$ cat src/rtl/bin_to_sseg_digits_if.sv
// Request/result bundle between a producer of binary counts and the
// 7-segment digit converter; master drives value/load, slave returns digits.
interface bin_to_sseg_digits_if #(
  parameter int BIN_W = 27
);
  logic [BIN_W-1:0] value;
  logic             load;
  logic             busy;
  logic             done;
  logic             ovf;
  logic [0:6]       digit0;
  logic [0:6]       digit1;
  logic [0:6]       digit2;
  logic [0:6]       digit3;
  logic [0:6]       digit4;
  logic [0:6]       digit5;
  logic [0:6]       digit6;
  logic [0:6]       digit7;

  // load is a request, taken only while busy=0 and no conversion is pending
  // in the update slot; a load seen at any other time is dropped, never queued.
  modport master (
    output value, load,
    input  busy, done, ovf,
    input  digit0, digit1, digit2, digit3, digit4, digit5, digit6, digit7
  );

  modport slave (
    input  value, load,
    output busy, done, ovf,
    output digit0, digit1, digit2, digit3, digit4, digit5, digit6, digit7
  );
endinterface

$ cat src/rtl/bin_to_sseg_digits.sv
// Binary -> eight active-low 7-segment patterns via iterative double-dabble.
// Define LEADING_ZERO_BLANK_EN to blank zeros above the most-significant digit.
module bin_to_sseg_digits #(
  parameter int BIN_W = 27
) (
  input  logic                   ck,
  input  logic                   rst,
  bin_to_sseg_digits_if.slave    bus,
  output logic [1:0]             state_dbg
);

  typedef enum logic [1:0] {
    IDLE   = 2'd0,
    CONV   = 2'd1,
    UPDATE = 2'd2
  } state_t;

  localparam logic [0:6]  SEG_BLANK = 7'b1111111;
  localparam logic [0:6]  SEG_DASH  = 7'b1111110;
  localparam logic [31:0] MAX_SHOW  = 32'd99_999_999;

  state_t           state;
  logic [BIN_W-1:0] bin_q;
  logic [31:0]      bcd_q;
  logic [4:0]       iter_q;
  logic             ovf_next;
  logic             busy_q;
  logic             done_q;
  logic             ovf_q;
  logic [0:6]       seg_q   [8];
  logic [0:6]       seg_nxt [8];

  logic [31:0]        bcd_adj;
  logic [31+BIN_W:0]  shifted;
  logic [31:0]        value_ext;

  function automatic logic [0:6] seg_of(input logic [3:0] d);
    case (d)
      4'd0:    seg_of = 7'b0000001;
      4'd1:    seg_of = 7'b1001111;
      4'd2:    seg_of = 7'b0010010;
      4'd3:    seg_of = 7'b0000110;
      4'd4:    seg_of = 7'b1001100;
      4'd5:    seg_of = 7'b0100100;
      4'd6:    seg_of = 7'b0100000;
      4'd7:    seg_of = 7'b0001111;
      4'd8:    seg_of = 7'b0000000;
      4'd9:    seg_of = 7'b0000100;
      default: seg_of = SEG_BLANK;
    endcase
  endfunction

  assign value_ext = {{(32-BIN_W){1'b0}}, bus.value};

  // One double-dabble step: add 3 to nibbles >= 5, then shift {bcd, bin}.
  // Bits leaving bcd[31] only occur on overflow, which is shown as dashes.
  always_comb begin
    bcd_adj = bcd_q;
    for (int i = 0; i < 8; i++) begin
      if (bcd_q[4*i +: 4] >= 4'd5) bcd_adj[4*i +: 4] = bcd_q[4*i +: 4] + 4'd3;
    end
    shifted = {bcd_adj, bin_q} << 1;
  end

  always_comb begin
    logic seen;
    seen = 1'b0;
    for (int i = 7; i >= 0; i--) begin
      seg_nxt[i] = seg_of(bcd_q[4*i +: 4]);
`ifdef LEADING_ZERO_BLANK_EN
      if (bcd_q[4*i +: 4] != 4'd0 || i == 0) seen = 1'b1;
      if (!seen) seg_nxt[i] = SEG_BLANK;
`endif
      if (ovf_next) seg_nxt[i] = SEG_DASH;
    end
  end

  always_ff @(posedge ck) begin
    if (rst) begin
      state    <= IDLE;
      bin_q    <= '0;
      bcd_q    <= '0;
      iter_q   <= '0;
      ovf_next <= 1'b0;
      busy_q   <= 1'b0;
      done_q   <= 1'b0;
      ovf_q    <= 1'b0;
      for (int i = 0; i < 8; i++) seg_q[i] <= SEG_BLANK;
    end else begin
      done_q <= 1'b0;
      case (state)
        IDLE: begin
          if (bus.load) begin
            bin_q    <= bus.value;
            bcd_q    <= '0;
            iter_q   <= '0;
            ovf_next <= (value_ext > MAX_SHOW);
            busy_q   <= 1'b1;
            state    <= CONV;
          end
        end
        CONV: begin
          bcd_q  <= shifted[31+BIN_W:BIN_W];
          bin_q  <= shifted[BIN_W-1:0];
          iter_q <= iter_q + 5'd1;
          if (iter_q == 5'(BIN_W-1)) begin
            busy_q <= 1'b0;
            state  <= UPDATE;
          end
        end
        UPDATE: begin
          for (int i = 0; i < 8; i++) seg_q[i] <= seg_nxt[i];
          ovf_q  <= ovf_next;
          done_q <= 1'b1;
          state  <= IDLE;
        end
        default: state <= IDLE;
      endcase
    end
  end

  assign bus.busy   = busy_q;
  assign bus.done   = done_q;
  assign bus.ovf    = ovf_q;
  assign bus.digit0 = seg_q[0];
  assign bus.digit1 = seg_q[1];
  assign bus.digit2 = seg_q[2];
  assign bus.digit3 = seg_q[3];
  assign bus.digit4 = seg_q[4];
  assign bus.digit5 = seg_q[5];
  assign bus.digit6 = seg_q[6];
  assign bus.digit7 = seg_q[7];
  assign state_dbg  = state;

endmodule
$ cat src/flat_wrapper.sv
// flat-port wrapper written by rule: the top's interface ports become plain ports
module bin_to_sseg_digits_flat 
#(
  parameter int BIN_W = 27
)
  (ck, rst, state_dbg, bus_value, bus_load, bus_busy, bus_done, bus_ovf, bus_digit0, bus_digit1, bus_digit2, bus_digit3, bus_digit4, bus_digit5, bus_digit6, bus_digit7);
  bin_to_sseg_digits_if #(.BIN_W(BIN_W)) bus_i ();
  input  logic ck;
  input  logic rst;
  output logic [1:0] state_dbg;
  input wire logic [$bits(bus_i.value)-1:0] bus_value;
  input wire logic [$bits(bus_i.load)-1:0] bus_load;
  output wire logic [$bits(bus_i.busy)-1:0] bus_busy;
  output wire logic [$bits(bus_i.done)-1:0] bus_done;
  output wire logic [$bits(bus_i.ovf)-1:0] bus_ovf;
  output wire logic [$bits(bus_i.digit0)-1:0] bus_digit0;
  output wire logic [$bits(bus_i.digit1)-1:0] bus_digit1;
  output wire logic [$bits(bus_i.digit2)-1:0] bus_digit2;
  output wire logic [$bits(bus_i.digit3)-1:0] bus_digit3;
  output wire logic [$bits(bus_i.digit4)-1:0] bus_digit4;
  output wire logic [$bits(bus_i.digit5)-1:0] bus_digit5;
  output wire logic [$bits(bus_i.digit6)-1:0] bus_digit6;
  output wire logic [$bits(bus_i.digit7)-1:0] bus_digit7;
  assign bus_i.value = bus_value;
  assign bus_i.load = bus_load;
  assign bus_busy = bus_i.busy;
  assign bus_done = bus_i.done;
  assign bus_ovf = bus_i.ovf;
  assign bus_digit0 = bus_i.digit0;
  assign bus_digit1 = bus_i.digit1;
  assign bus_digit2 = bus_i.digit2;
  assign bus_digit3 = bus_i.digit3;
  assign bus_digit4 = bus_i.digit4;
  assign bus_digit5 = bus_i.digit5;
  assign bus_digit6 = bus_i.digit6;
  assign bus_digit7 = bus_i.digit7;
  bin_to_sseg_digits #(.BIN_W(BIN_W)) u_core (.ck(ck), .rst(rst), .bus(bus_i), .state_dbg(state_dbg));
endmodule
$ cat config.mk
export PLATFORM = sky130hd
export DESIGN_NAME = bin_to_sseg_digits_flat
export DESIGN_NICKNAME = d
export VERILOG_FILES = /design/src/rtl/bin_to_sseg_digits_if.sv /design/src/rtl/bin_to_sseg_digits.sv /design/src/flat_wrapper.sv
export SDC_FILE = /design/constraint.sdc
export NUM_CORES = 1
export LEC_CHECK = 0
export CELL_PAD_IN_SITES_DETAIL_PLACEMENT = 1
export CELL_PAD_IN_SITES_GLOBAL_PLACEMENT = 2
export CORE_ASPECT_RATIO = 1.75
export CORE_MARGIN = 8
export CORE_UTILIZATION = 39
export CTS_CLUSTER_SIZE = 8
export DETAILED_ROUTE_END_ITERATION = 12
export PLACE_DENSITY = 0.92
export REMOVE_ABC_BUFFERS = 1
export SLEW_MARGIN = 20
export SYNTH_ARGS = -nofsm -noshare
export SYNTH_HDL_FRONTEND = slang
export SYNTH_SLANG_ARGS = --single-unit
export TNS_END_PERCENT = 100
$ cat constraint.sdc
create_clock -name ck -period 4.2 [get_ports ck]
set_clock_uncertainty 0.2 [all_clocks]
set_input_delay 0.63 -clock ck [delete_from_list [all_inputs] [get_ports ck]]
set_output_delay 0.63 -clock ck [all_outputs]
set_load 0.05 [all_outputs]
# Yosys cells after proc, flatten, opt, wreduce, memory -nomap -nowiden
# Memories as Yosys holds them, arrays and structs flattened. A register that Yosys moved wholly into a read port is not among the register bits.
# Cells that the tools add are included.
totals:
  register_bits: 70
  latch_bits: 0
  ramBits: 56
  romBits: 896
  in_bits: 30
  wordCells: 111
  mem_count: 9
op_classes:
  addsub: 9
  n_mul: 0
  n_div: 0
  n_lt_le_gt_ge: 9
  eq_ne: 5
  n_shift: 0
  muxes: 57
  n_bitwise: 8
  n_reduce_logical: 6
memory_table:
  columns: ["memory", "words", "width", "rd", "rd_ports_with_merged_regs", "wr", "line", "source"]
  rows:
  - ["(no name shown)", 16, 7, 1, 1, 0, "bin_to_sseg_digits.sv:38", "case (d)"]
  - ["(no name shown)", 16, 7, 1, 1, 0, "bin_to_sseg_digits.sv:38", null]
  - ["(no name shown)", 16, 7, 1, 1, 0, "bin_to_sseg_digits.sv:38", null]
  - ["(no name shown)", 16, 7, 1, 1, 0, "bin_to_sseg_digits.sv:38", null]
  - ["(no name shown)", 16, 7, 1, 1, 0, "bin_to_sseg_digits.sv:38", null]
  - ["(no name shown)", 16, 7, 1, 1, 0, "bin_to_sseg_digits.sv:38", null]
  - ["3 more memories", null, null, null, null, null, null, null]
op_table:
  columns: ["op", "n"]
  rows:
  - ["7-bit 2-to-1 mux", 16]
  - ["4-bit 2-to-1 mux", 23]
  - ["32-bit case mux with 2 select lines", 1]
  - ["27-bit case mux with 2 select lines", 1]
  - ["4-bit by 3-bit >= comparator with 1-bit output, second input constant", 8]
  - ["32-bit 2-to-1 mux", 1]
  - ["4-bit by 2-bit adder with 4-bit output, second input constant", 7]
  - ["27-bit greater-than comparator, second input constant", 1]
  - ["27-bit 2-to-1 mux", 1]
  - ["5-bit case mux with 2 select lines", 1]
  - ["1-bit bitwise OR", 8]
  - ["1-bit 2-to-1 mux", 7]
  - ["2-bit AND reduction", 3]
  - ["5-bit by 1-bit adder with 5-bit output, second input constant", 1]
  - ["5-bit equality test, second input constant", 1]
  - ["5-bit 2-to-1 mux", 1]
  - ["2-bit 2-to-1 mux", 2]
  - ["2-bit case mux with 2 select lines", 1]
  - ["3-bit by 2-bit adder with 3-bit output, second input constant", 1]
  - ["3-bit 2-to-1 mux", 1]
  - ["3-bit AND reduction", 1]
  - ["2-bit by 1-bit equality test with 1-bit output, second input constant", 1]
  - ["2-bit equality test, second input constant", 1]
  - ["2-bit zero test", 1]
  - ["4 further kinds", 4]

# Depth between registers and ports, before layout
depth:
  depth_word: 5
  depth_mapped: 12

# Least setup slack after synthesis
# OpenSTA, ideal clock, no wires.
synth_path:
  path_kind: "register -> register"
  from: "register u_core.state[0] (netlist: u_core.state_dbg[0])"
  to: "memory u_core.seg_q[0][0] (netlist name) (enable)"
  setup_ns: 0.640
  t_arrival_ns: 2.049
  required_time_ns: 3.360
  slack_ns: 1.311
  path_stages_with_launch: 5
  n_path_buf: 2
  synth_period_minus_slack_ns: 2.889
  cell_sequence: "dfxtp_1 -> buf_4 -> buf_6 -> nand2b_2 -> nand2_1"
synth_rtl:
  columns: ["item", "line", "source"]
  rows:
  - ["start: declaration", "bin_to_sseg_digits.sv:22", "state_t state;"]
  - ["start signal: assignment", "bin_to_sseg_digits.sv:80", "state <= IDLE;"]
  - ["start signal: assignment", "bin_to_sseg_digits.sv:99", "state <= CONV;"]
  - ["start signal: assignment", "bin_to_sseg_digits.sv:108", "state <= UPDATE;"]
  - ["end: declaration", "bin_to_sseg_digits.sv:30", "logic [0:6] seg_q [8];"]

==> results.txt <==
Yosys attributes the largest share of cell area to sky130_fd_sc_hd__dfxtp_1 29%, sky130_fd_sc_hd__edfxtp_1 19%, sky130_fd_sc_hd__ha_1 9.4%, sky130_fd_sc_hd__nand2b_1 3.3%, sky130_fd_sc_hd__inv_1 3.2%. The count of final setup violators came out at 0. In this run, the number of DRC markers left after iteration 0 of detailed routing was 276.

The leakage power of the design came out at 0.004341 uW. The detailed-route vias per instance came out at 5.243. The antenna diode count is 0. The final sum of negative setup slack came out at 0 ps. The width of the chip is 129.5 um. The worst reg-to-reg path cell count is 9. The power density of the placed cells came out at 351.4 nW/um2. The biggest cell delay along the critical path is 650 ps. The first TritonRoute pass finished after 4 iterations.

The cell that appears most often on the critical path is sky130_fd_sc_hd__nor3_1. From synthesis to final layout, the design area changed by 19.62%. The layout filler cell count came out at ~2.5k. For the pin with the worst max-slew slack, the measured transition is 926.8 ps.

The kind of end point of the critical path is a register. The worst-case vdd ir drop came out at ~0.00019 V. The number of endpoints with negative hold slack in the final report came out at 0.

The netlist area before placement came out at 8790 um2. The number of hold buffers added after CTS came out at 0. The instance count along the most critical hold path is 2. The clock tree buffer depth came out at 2. The fraction of final layout cells with drive strength greater than 1 came out at a little over a tenth. The residual DRC count came out at 0. The share of total power dissipated in the clock network is 42.3%. Yosys mapped a number of flops with a built-in enable equal to 56. The final layout contains routed wiring with a total length of 22200 um. The routed length on met2 is 12340 um. The total half-perimeter wirelength after legalization and detailed placement is 16100 um. The time the final worst path needs with I/O delays and setup is roughly 3200 ps.

A synthesized cell averages 10.03 um2. In this run the clock root is driven by a sky130_fd_sc_hd__clkbuf_16. The flow ran to the end, and the final reports show no timing, DRC or antenna violations. The number of buffers inserted during clock tree synthesis is 17. The number of global-route vias before repair was around 7k. The number of antenna violations at the first check in global routing is 0. The H-tree was split into 4 levels. The critical path is of the input port to register type.

Internal power comes to 2813 uW. Once the floorplan was initialized, standard cells occupied between 30% and 40% of the core. In the final routed layout, each cell accounts on average for 17.52 um.

The number of maximum-capacitance violations is 0. Setup repair after global routing left no endpoint under its margin. The area of the multi-input gates is 4064 um2. The path class of the tightest hold or removal check is register to register. The data arrival time of the critical path came out at 3340 ps. The number of warnings printed during yosys synthesis came out at 0. The async set or reset register ratio after synthesis came out at 0%. The tree built by TritonCTS fans out to 182 sinks. At the end of routability-driven placement, the weighted congestion stood at roughly 0.85. The global-route congestion overflow total is 0. The vertical die dimension came out at 214.6 um. The detailed router used layers up to and including met4. The clock latency on the worst-skew pair is between 400 and 500 ps. The number of instances resized during post-cts repair is 0. The maximum clock frequency is 308.2 MHz. The top-level port count came out at 91. The TritonCTS clock tree is done.

The footprint of the flip-flops and latches is 4204 um2. The number of setup buffers added after CTS is 0. The number of instances in the synthesized netlist is 876. The flip-flop cell with the highest count after synthesis is sky130_fd_sc_hd__dfxtp_1. The number of rows created at floorplan came out at a little over 70.

The top cell type's share of synthesized area came out at 28.70%. The relative slew slack came out at 38.13%. The pin count of the biggest net entering global routing came out at 51. The synthesis-stage register bit count is 182. Of all nets on the critical path, the largest fanout is 15. The length of routed met3 wiring is between 600 and 700 um. The count of different cell masters after synthesis is 65. The net switching power came out at 881.5 uW. Per report_power, the sequential group accounts for 50.7% of the total. The worst endpoint required time is between 4000 and 5000 ps. The critical path goes through clkdlybuf4s50_1 -> o21ba_2 -> buf_4 -> nor3_1 -> a211oi_1 -> inv_1 -> ha_1 -> nor3_1 -> a311oi_1. The number of buffers inserted by port buffering came out at 90. The tightest hold margin came out at ~270 ps.

The post-route clock period utilization came out at between 70 and 80%. The core area is 22160 um2. STA classifies the critical path startpoint as an input port. Among all stages on the critical path, the largest delay is contributed by sky130_fd_sc_hd__clkdlybuf4s50_1. The clock edge transition at the registers on the reported setup and hold paths came out at ~70 ps. The post-route met1 wirelength is 8383 um. The share of power burned in combinational logic came out at 7.0%. The floorplan step defined a die boundary enclosing 27790 um2.

The number of pins exceeding their max-slew limit in the final report was 0. The final route contains 6643 vias. The first-pass GRT wire length is about 36000 um. The total global routing track utilization came out at 16.72%. Net switching is 23.86% of the power. The biggest area contributor in the post-synthesis netlist is sky130_fd_sc_hd__dfxtp_1. Sequential elements use between 40 and 50% of the synthesized area. The final layout contains around 1.1k nets. The count of antenna-violating nets left after detailed routing came out at 0.
## placed cells by master (no fill, tap or decap), types with 9 or more instances in the layout
cell type                         count
sky130_fd_sc_hd__a211oi_1            12
sky130_fd_sc_hd__a21o_1              10
sky130_fd_sc_hd__a21oi_1             38
sky130_fd_sc_hd__a22oi_1             25
sky130_fd_sc_hd__a311oi_1            12
sky130_fd_sc_hd__and2_1               9
sky130_fd_sc_hd__buf_4               17
sky130_fd_sc_hd__clkbuf_16           17
sky130_fd_sc_hd__clkdlybuf4s50_1     89
sky130_fd_sc_hd__dfxtp_1            126
sky130_fd_sc_hd__edfxtp_1            56
sky130_fd_sc_hd__ha_1                66
sky130_fd_sc_hd__inv_1               74
sky130_fd_sc_hd__mux2i_1             14
sky130_fd_sc_hd__nand2_1             71
sky130_fd_sc_hd__nand2b_1            46
sky130_fd_sc_hd__nand3_1             14
sky130_fd_sc_hd__nor2_1              55
sky130_fd_sc_hd__nor2b_1             16
sky130_fd_sc_hd__nor3_1              25
sky130_fd_sc_hd__o21ai_0             36
sky130_fd_sc_hd__o221a_2             14
sky130_fd_sc_hd__or2_2                9
sky130_fd_sc_hd__or3_1               12
## synthesized netlist by cell type, types with 9 or more instances
master	instances
sky130_fd_sc_hd__nor3_1	26
sky130_fd_sc_hd__nor2b_1	16
sky130_fd_sc_hd__o21ai_0	36
sky130_fd_sc_hd__nand2_1	72
sky130_fd_sc_hd__a211oi_1	12
sky130_fd_sc_hd__or2_2	9
sky130_fd_sc_hd__mux2i_1	14
sky130_fd_sc_hd__o221a_2	14
sky130_fd_sc_hd__nand2b_1	46
sky130_fd_sc_hd__nand3_1	14
sky130_fd_sc_hd__nor2_1	55
sky130_fd_sc_hd__a21oi_1	38
sky130_fd_sc_hd__clkbuf_1	24
sky130_fd_sc_hd__dfxtp_1	126
sky130_fd_sc_hd__ha_1	66
sky130_fd_sc_hd__or3_1	12
sky130_fd_sc_hd__edfxtp_1	56
sky130_fd_sc_hd__and2_1	9
sky130_fd_sc_hd__a22oi_1	25
sky130_fd_sc_hd__a311oi_1	12
sky130_fd_sc_hd__inv_1	74
sky130_fd_sc_hd__a21o_1	10
## area by class of cell
cell class	instances	area share (%)
clock buffers	22	4.510
clock inverters	10	0.9163
inverters	75	2.678
multi-input cells	575	38.65
flip-flops and latches	182	39.99
well taps	296	3.523
repair buffers	107	9.735
## critical path, delay by kind of cell
family | cells | cell delay [ps]
fa+ha+maj | 1 | 240
buf+inv | 3 | 1160
compound gates | 3 | 990
simple gates | 2 | 320
## power groups by stage
stage / clock (uW) / sequential [uW] / combinational (uW)
4_1_cts: 1600 / 1870 / 264
2_1_floorplan: 0 / 1940 / 103
3_5_place_dp: 0 / 1910 / 263
5_1_grt: 1670 / 1870 / 281
3_3_place_gp: 0 / 1910 / 259
6_report: 1560 / 1870 / 260
## through the flow
| step | instance area [um2] | total power (uW) | util [%] | std cells | setup slack [ps] |
|---|---|---|---|---|---|
| 5_1_grt | 10510 | 3830 | 47.44 | 1267 | 665.8 |
| 3_3_place_gp | 9943 | 2169 | 44.87 | 1235 | 612.8 |
| 3_5_place_dp | 9943 | 2173 | 44.87 | 1235 | 490.4 |
| 6_report | 10510 | 3695 | 47.44 | 1267 | 955.4 |
| 2_1_floorplan | 8542 | 2047 | - | 832 | 301.7 |
| 4_1_cts | 10510 | 3732 | 47.44 | 1267 | 950.5 |
## cells by family after synthesis
| group | after synthesis | share of synthesized area, % |
|---|---|---|
| AND/OR/NAND/NOR | 282 | 16.28 |
| AO/OA/AOI/OAI | 205 | 18.02 |
| flip-flops | 182 | 47.83 |
| buffers and inverters | 119 | 6.021 |
| adder cells (fa/ha/maj) | 66 | 9.395 |
| multiplexers | 16 | 1.850 |
| XOR/XNOR | 6 | 0.5979 |
## final timing paths
path	start	endpoint	slack (ps)
max	bus_load	register	960
min reg2reg	u_core.bus.ovf	u_core.bus.ovf	270
max reg2reg	u_core.state_dbg[1]	register	960
min	u_core.bus.ovf	u_core.bus.ovf	270
## layer usage
| layer | vias to the layer above | track usage, % |
|---|---|---|
| li1 | 3247 | - |
| met1 | 3243 | 16.49 |
| met2 | 109 | 31.67 |
| met3 | 44 | 3.162 |
| met4 | 0 | 8.603 |
| met5 | - | 0 |
(Power assumes the default switching activity.)
